`config.mk`:
```
export PLATFORM = sky130hd
export DESIGN_NAME = pwm_drive
export DESIGN_NICKNAME = d
export VERILOG_FILES = /design/src/rtl/pwm_drive.sv
export SDC_FILE = /design/constraint.sdc
export NUM_CORES = 1
export LEC_CHECK = 0
export ABC_AREA = 1
export CORE_UTILIZATION = 50
export CTS_BUF_LIST = sky130_fd_sc_hd__clkbuf_4
export DETAILED_ROUTE_END_ITERATION = 10
export MAX_ROUTING_LAYER = met4
export PLACE_DENSITY = 0.72
export SLEW_MARGIN = 25
export SYNTH_ARGS = -nofsm -noshare
export SYNTH_HDL_FRONTEND = slang
export SYNTH_SLANG_ARGS = --single-unit
```
`constraint.sdc`:
```
create_clock -name clk -period 1.48 [get_ports clk]
set_input_delay 0.222 -clock clk [delete_from_list [all_inputs] [get_ports clk]]
set_output_delay 0.222 -clock clk [all_outputs]
set_load 0.02 [all_outputs]
```
`src/rtl/pwm_drive.sv`:
```
`default_nettype none
// ============================================================================
// Module      : pwm_drive
// Description : Period-based PWM driver. A prescaler divides clk into PWM
//               ticks, and a phase counter walks the ticks of each period.
//               The duty value is sampled only at period boundaries, so a
//               period always completes with the duty it started with.
//               Dropping enable lets the current period finish (DRAIN).
//               Raising enable again before the period ends resumes RUN
//               without restarting the period. Rising edges of the upstream
//               ready flag are counted, and the count saturates at 255.
//
// Ports       : clk          - clock, all state updates on the rising edge
//               rst          - asynchronous active-high reset
//               duty_cycle   - requested duty in ticks (clamped to STEPS)
//               ready        - ramp-complete flag from the upstream stage
//               enable       - level request to run the PWM
//               pwm          - PWM drive output
//               period_start - one-cycle pulse on the first cycle of a period
//               duty_applied - duty value in force for the current period
//               busy         - high while in RUN or DRAIN
//               ramp_count   - saturating count of completed upstream ramps
//
// Revision    : 1.0 - initial release
// ============================================================================
module pwm_drive #(
    parameter int PRESCALE = 10,  // clk cycles per PWM tick, 1..255
    parameter int STEPS    = 10   // ticks per period and full-scale duty, 1..15
) (
    input  logic       clk,
    input  logic       rst,
    input  logic [3:0] duty_cycle,
    input  logic       ready,
    input  logic       enable,
    output logic       pwm,
    output logic       period_start,
    output logic [3:0] duty_applied,
    output logic       busy,
    output logic [7:0] ramp_count
);

    // ------------------------------------------------------------------------
    // Constants
    // ------------------------------------------------------------------------
    localparam logic [7:0] c_PRE_MAX   = 8'(PRESCALE - 1);
    localparam logic [3:0] c_PHASE_MAX = 4'(STEPS - 1);
    localparam logic [3:0] c_STEPS     = 4'(STEPS);
    localparam logic [7:0] c_RAMP_MAX  = 8'd255;

    // State encoding
    localparam logic [1:0] c_ST_IDLE  = 2'd0;
    localparam logic [1:0] c_ST_RUN   = 2'd1;
    localparam logic [1:0] c_ST_DRAIN = 2'd2;

    // ------------------------------------------------------------------------
    // Registers
    // ------------------------------------------------------------------------
    logic [1:0] r_state;
    logic [7:0] r_prescale;
    logic [3:0] r_phase;
    logic [3:0] r_duty;
    logic       r_period_start;
    logic       r_ready;
    logic [7:0] r_ramp_count;

    // ------------------------------------------------------------------------
    // Combinational signals
    // ------------------------------------------------------------------------
    logic       w_busy;
    logic       w_tick;
    logic       w_period_end;
    logic [3:0] w_clamp;
    logic [7:0] w_prescale_adv;
    logic [3:0] w_phase_adv;
    logic       w_ready_rise;

    logic [1:0] w_state_nxt;
    logic [7:0] w_prescale_nxt;
    logic [3:0] w_phase_nxt;
    logic [3:0] w_duty_nxt;
    logic       w_period_start_nxt;

    assign w_busy = (r_state == c_ST_RUN) || (r_state == c_ST_DRAIN);

    // The prescaler stays at 0 while idle. With PRESCALE=1 it never leaves 0,
    // so every cycle is a tick.
    assign w_tick       = (r_prescale == c_PRE_MAX);
    assign w_period_end = w_busy && w_tick && (r_phase == c_PHASE_MAX);

    // Requests above full scale are limited to full scale (constant high).
    assign w_clamp = (duty_cycle > c_STEPS) ? c_STEPS : duty_cycle;

    // Free-running advance of the counters, used while RUN or DRAIN.
    assign w_prescale_adv = w_tick ? 8'd0 : (r_prescale + 8'd1);

    always_comb begin
        w_phase_adv = r_phase;
        if (w_tick) begin
            if (r_phase == c_PHASE_MAX) begin
                w_phase_adv = 4'd0;
            end else begin
                w_phase_adv = r_phase + 4'd1;
            end
        end
    end

    // ------------------------------------------------------------------------
    // FSM next-state and datapath next values
    // ------------------------------------------------------------------------
    always_comb begin
        w_state_nxt        = r_state;
        w_prescale_nxt     = r_prescale;
        w_phase_nxt        = r_phase;
        w_duty_nxt         = r_duty;
        w_period_start_nxt = 1'b0;

        case (r_state)
            c_ST_IDLE: begin
                if (enable) begin
                    // Start a fresh period on the same edge that leaves IDLE.
                    w_state_nxt        = c_ST_RUN;
                    w_prescale_nxt     = 8'd0;
                    w_phase_nxt        = 4'd0;
                    w_duty_nxt         = w_clamp;
                    w_period_start_nxt = 1'b1;
                end
            end

            c_ST_RUN: begin
                w_prescale_nxt = w_prescale_adv;
                w_phase_nxt    = w_phase_adv;
                if (w_period_end) begin
                    w_duty_nxt         = w_clamp;
                    w_period_start_nxt = 1'b1;
                end
                if (!enable) begin
                    w_state_nxt = c_ST_DRAIN;
                end
            end

            c_ST_DRAIN: begin
                w_prescale_nxt = w_prescale_adv;
                w_phase_nxt    = w_phase_adv;
                if (w_period_end) begin
                    if (enable) begin
                        // Re-enabled on the boundary: carry on as a normal
                        // period rollover.
                        w_state_nxt        = c_ST_RUN;
                        w_duty_nxt         = w_clamp;
                        w_period_start_nxt = 1'b1;
                    end else begin
                        // Drained: park the counters.
                        // The duty value is left in place.
                        w_state_nxt    = c_ST_IDLE;
                        w_prescale_nxt = 8'd0;
                        w_phase_nxt    = 4'd0;
                    end
                end else if (enable) begin
                    // Resume mid-period without touching the counters.
                    w_state_nxt = c_ST_RUN;
                end
            end

            default: begin
                // Unreachable encoding: recover to a clean idle.
                w_state_nxt    = c_ST_IDLE;
                w_prescale_nxt = 8'd0;
                w_phase_nxt    = 4'd0;
            end
        endcase
    end

    // ------------------------------------------------------------------------
    // State and datapath registers
    // ------------------------------------------------------------------------
    always_ff @(posedge clk or posedge rst) begin
        if (rst) begin
            r_state        <= c_ST_IDLE;
            r_prescale     <= 8'd0;
            r_phase        <= 4'd0;
            r_duty         <= 4'd0;
            r_period_start <= 1'b0;
        end else begin
            r_state        <= w_state_nxt;
            r_prescale     <= w_prescale_nxt;
            r_phase        <= w_phase_nxt;
            r_duty         <= w_duty_nxt;
            r_period_start <= w_period_start_nxt;
        end
    end

    // ------------------------------------------------------------------------
    // Upstream ramp counter: counts rising edges of ready, in any state
    // ------------------------------------------------------------------------
    assign w_ready_rise = ready && !r_ready;

    always_ff @(posedge clk or posedge rst) begin
        if (rst) begin
            r_ready      <= 1'b0;
            r_ramp_count <= 8'd0;
        end else begin
            r_ready <= ready;
            if (w_ready_rise && (r_ramp_count != c_RAMP_MAX)) begin
                r_ramp_count <= r_ramp_count + 8'd1;
            end
        end
    end

    // ------------------------------------------------------------------------
    // Outputs
    // ------------------------------------------------------------------------
    // The PWM output is decoded directly from registers, so it adds no latency.
    // A duty of 0 never satisfies the compare. A duty of STEPS always does.
    assign pwm          = w_busy && (r_phase < r_duty);
    assign busy         = w_busy;
    assign period_start = r_period_start;
    assign duty_applied = r_duty;
    assign ramp_count   = r_ramp_count;

endmodule
`default_nettype wire

```
### After elaboration in Yosys (flattened, before gate mapping)

Index checks and enable logic that the tools add are counted.

* $add $sub $neg: 3
* $lt $le $gt $ge: 2
* equality and inequality tests: 9
* multiplexer cells: 25
* reductions and logical operators: 10

Operators with widths (count)
* $mux W4: 9
* $mux W8: 4
* $pmux W4 S3: 2
* $pmux W8 S3: 1
* $add A8 B1 Y8 const B: 2
* $eq A8 B4 Y1 const B: 1
* $ne A2 B2 Y1 const B: 4
* $ne A8 B8 Y1 const B: 1
* $mux W2: 3
* $pmux W2 S3: 1
* $logic_and A1 B1 Y1: 5
* $add A4 B1 Y4 const B: 1
* $eq A4 B4 Y1 const B: 1
* $gt A4 B4 Y1 const B: 1
* $lt A4 B4 Y1: 1
* $mux W1: 4
* $pmux W1 S3: 1
* $reduce_and A3 Y1: 1
* $reduce_bool A3 Y1: 1
* $eq A2 B1 Y1 const B: 1
* $eq A2 B2 Y1 const B: 1
* $logic_not A2 Y1: 1
* $logic_not A1 Y1: 1
* $logic_or A1 B1 Y1: 1

* flip-flop bits (word level): 28
* input bits: 8
* output and inout bits: 15
* word-level logic and storage cells: 56

### Depth between registers and ports, before layout

* depth after elaboration: 6
* gate-level depth with buffers: 11
* mapped depth without buffers: 11

### Worst setup path before layout

Ideal clock, no wire load.

* path type: reg-to-reg
* start point: register r_state[0]
* end point: register r_prescale[2]
* library setup time: 0.129 ns
* arrival time: 1.600 ns
* required time: 1.351 ns
* setup slack: -0.249 ns
* cell stages (with the launch flop): 10
* buffers on the path: 0
* clock period less this slack: 1.729 ns
* cell sequence: dfrtp_1 -> inv_1 -> ha_1 -> inv_1 -> nor3_2 -> nand2_4 -> nand2_4 -> nand2_4 -> nand2_4 -> o22ai_2

* word-level cells in the longest chain between the ends: 6
* elaborated cells on any way between the ends: 9
* those cells by class: eq/ne: 3; mux: 2; reduce/logical: 4

Ends and longest elaborated chain
* start, declared: RTL line 58 `logic [1:0] r_state;`
* start signal, assigned: RTL line 178 `r_state <= c_ST_IDLE;`
* start signal, assigned: RTL line 184 `r_state <= w_state_nxt;`
* $eq A2 B1 Y1 or $eq A2 B2 Y1 (tied branches): RTL line 83 `assign w_busy = (r_state == c_ST_RUN) || (r_state == c_ST_DRAIN);`
* $logic_or A1 B1 Y1 *: RTL line 83
* via busy: RTL line 38 `output logic busy,`
* $logic_and A1 B1 Y1 * (2 in series): RTL line 88 `assign w_period_end = w_busy && w_tick && (r_phase == c_PHASE_MAX);`
* $mux W8 *: RTL line 144 `if (w_period_end) begin`
* $pmux W8 S3 *: RTL line 117 `case (r_state)`
* end signal, assigned: RTL line 185 `r_prescale <= w_prescale_nxt;`
* end, declared: RTL line 59 `logic [7:0] r_prescale;`

The timed path passes the listed nets; every way through them passes the cells marked *.
A chain may end at the register's enable or synchronous reset.

### Final worst setup path

* start point: register r_phase[1]
* end point: output port pwm

* word-level cells in the longest chain between the ends: 2

Ends and longest elaborated chain
* start, declared: RTL line 60 `logic [3:0] r_phase;`
* start signal, assigned: RTL line 186 `r_phase <= w_phase_nxt;`
* $lt A4 B4 Y1: RTL line 214 `assign pwm = w_busy && (r_phase < r_duty);`
* $logic_and A1 B1 Y1: RTL line 214
* end, declared: RTL line 35 `output logic pwm,`

Every way passes these cells.

==> summary.md <==
| Metric | Value |
|---|---|
| Overall routing resource usage | `23.7%` |
| Wirelength, routed | `4.02 mm` |
| Maximum number of pins on one net before global-route repair | `29` |
| Combinational share of power | `65.3%` |
| Final Setup Violations | `21` |
| Crit path launch type | `flip-flop` |
| CTS clk-pin slew, worst paths | `approximately 0.15 ns` |
| Fin crit period | `1.96 ns` |
| Finished Core Util | `74.6%` |
| Initial DRC count | `68` |
| DR WL/cell | `12.9 um` |
| Final hold slack | `0.233 ns` |
| CTS Buf Count | `3` |
| Seq/Total Area, Yosys | `40.1%` |
| Worst Skew | `0.00805 ns` |
| Status | `complete, but fails checks` |
| Setup_tns | `-4.13 ns` |
| # DRC | `0` |
| Final net count | `287` |
| Setup CP Type | `flip-flop to primary output` |
| Vias in the first global route | `1554` |
| Number of antenna diodes | `0` |
| Slew margin rel. | `75.9%` |
| Avg Cell Area, Syn | `8.65 um2` |
| P_int | `2.31 mW` |
| Initial antenna violation count | `0` |
| Switching share of total power | `44.8%` |
| P&R area growth vs syn | `42.4%` |
| Hold Violations, Final | `0` |
| WP data arrival | `1.74 ns` |
| Fin crit share | `133%` |
| CTS sink cnt | `28` |
| Worst-path fanout max | `2` |
| Die outline area | `3740 um2` |
| Worst Tran Pin Value | `approximately 0.36 ns` |
| Die Y-Extent | `61.1 um` |
| Sequential share of power | `26.3%` |
| Mapped Cells | `202` |
| Core ar. | `roughly 3300 um2` |
| Post-detail-place hpwl | `2.78 mm` |
| Pins Over Slew Limit | `0` |
| Gr ovfl total | `0` |
| Failing checks | `setup timing` |
| RD Place Congestion | `just over 0.8` |
| Hold buffers post-CTS | `0` |
| Worst path required time | `roughly 1.3 ns` |
| DRT antenna net count | `0` |
| CTS tree | `yes` |
| Initial Util | `52.4%` |
| Switching pwr | `1.88 mW` |
| Mapped Area | `about 1700 um2` |
| Fillcell total | `262` |
| Die width | `61.1 um` |
| Clock Path Buffers | `2` |
| First-pass GRT wire length | `6.42 mm` |
| RSZ-0062 raised after global routing | `true` |
| Synth Warn # | `0` |
| P per Cell Area | `1680 nW/um2` |
| Drt pass-1 iters | `4` |
| Hold Path Class | `primary input to async pin` |
| Synthesized Nets | `222` |
| Max VDD drop | `0.00104 V` |
| Final worst slack | `-0.483 ns` |
| Max Cap Violations | `0` |
| Row count | `21` |
| Crit end category | `primary output` |
| Clk_lat worst skew | `roughly 0.33 ns` |
| Share of layout cells above drive strength 1 | `36.5%` |
| Clk pwr share | `8.4%` |
| FMAX | `509 MHz` |
| Pleak | `1.20 nW` |
| Boundary pin count | `23` |
| Clk root buf | `clkbuf_4` |
| Yosys reg bits | `28` |
| Netlist cell types | `27` |
| H-tree Lvls | `1` |
| PortBufs | `22` |
| Routed vias | `roughly 1600` |
| Design Power | `4.19 mW` |
| Vias/cell | `5.10` |
## synth_stat cells (all sizes together)
cell	instances	area share (%)
nor2	14	3.9
nor3	5	1.7
o211ai	1	0.43
dfrtp	28	40
nand3b	1	0.43
inv	33	7.1
o21ai	15	5.6
o22ai	9	5.7
clkinv	1	0.29
a21boi	1	0.43
a21oi	5	1.4
nand2	51	13
nand3	9	2.9
nand4	3	1.1
ha	12	8.6
xnor2	3	1.5
xor2	11	5.5
## final timing paths
check	start	endpoint	slack [ns]	depth (start not counted)
worst max register to register	r_state[1]	r_prescale[4]	-0.23	10
worst max-delay path	r_phase[1]	pwm	-0.48	6
worst min-delay path	rst	r_prescale[6]	0.23	3
min in group clk	ready	r_ready	0.36	1
worst min register to register	ramp_count[0]	ramp_count[0]	0.60	2
max in group asynchronous	rst	duty_applied[1]	0.97	3
## per-stage QoR
step           area [um2]  setup WS (ns)  std cells
3_3_place_gp         2300         -0.459        301
3_5_place_dp         2300         -0.505        301
5_1_grt              2490         -0.572        312
4_1_cts              2380         -0.410        307
6_report             2490         -0.483        312
2_1_floorplan        1790        -0.0133        202
## metal layers
| layer | vias to the layer above | global-route usage, % | routed length (um) |
|---|---|---|---|
| met1 | 759 | 26.8 | 1670 |
| met3 | 16 | 3.36 | 113 |
| met5 | - | - | 0 |
| li1 | 777 | - | - |
| met4 | 0 | 8.12 | 148 |
| met2 | 38 | 42.4 | 2080 |
## what timing repair did
action | CTS | global route
pin swaps | 7 | 13
endpoints found under the setup margin | 33 | 27
buffers inserted | 2 | 6
gates resized for setup | 38 | 17
## worst max-delay path, cell delays in order, from the launching register on
cell and delay (ns):
dfrtp_1 0.45, ha_4 0.24, a21boi_4 0.13, o211ai_1 0.18, nand2_1 0.14, nor2_4 0.14, buf_6 0.12
## final cells by class
class                      instances  area (um2)  area share [%]
multi-input combinational        140        1060            42.7
sequential                        28         702            28.2
timing repair buffer              60         507            20.4
inverter                          34         131            5.28
tap                               46        57.6            2.31
clock buffer                       4        30.0            1.21
## power by group through the flow
stage	sequential, mW	clock [mW]	combinational, mW
2_1_floorplan	1.32	0	1.22
3_3_place_gp	1.11	0	2.29
3_5_place_dp	1.12	0	2.39
4_1_cts	1.10	0.356	2.45
5_1_grt	1.13	0.386	2.96
6_report	1.10	0.352	2.73
## placed cells by master (no fill, tap or decap), drive strengths merged
master         count
nand2             51
buf               40
inv               33
dfrtp             28
o21ai             15
nor2              14
ha                12
xor2              11
dlygate4sd2       10
o22ai              9
nand3              9
clkdlybuf4s50      7
nor3               5
a21oi              5
clkbuf             4
nand4              3
xnor2              3
clkdlybuf4s15      3
clkinv             1
a21boi             1
o211ai             1
nand3b             1
## registers in the layout, indices dropped and copies added (netlist names)
signal and flops:
r_prescale 8, duty_applied 4, r_phase 4, period_start 1
ramp_count 8, r_ready 1, r_state 2
## logic make-up (layout without fill, tap and decap cells)
| family | Yosys count | count (layout) | synth area share (%) |
|---|---|---|---|
| AOI/OAI and AO/OA | 31 | 31 | 13.6 |
| buffers and inverters | 34 | 98 | 7.37 |
| DFF | 28 | 28 | 40.1 |
| and+or+nand+nor | 83 | 83 | 23.3 |
| adders and majority gates | 12 | 12 | 8.59 |
| xor gates and xnor gates | 14 | 14 | 7.02 |
Power figures use the tool's default switching activity.
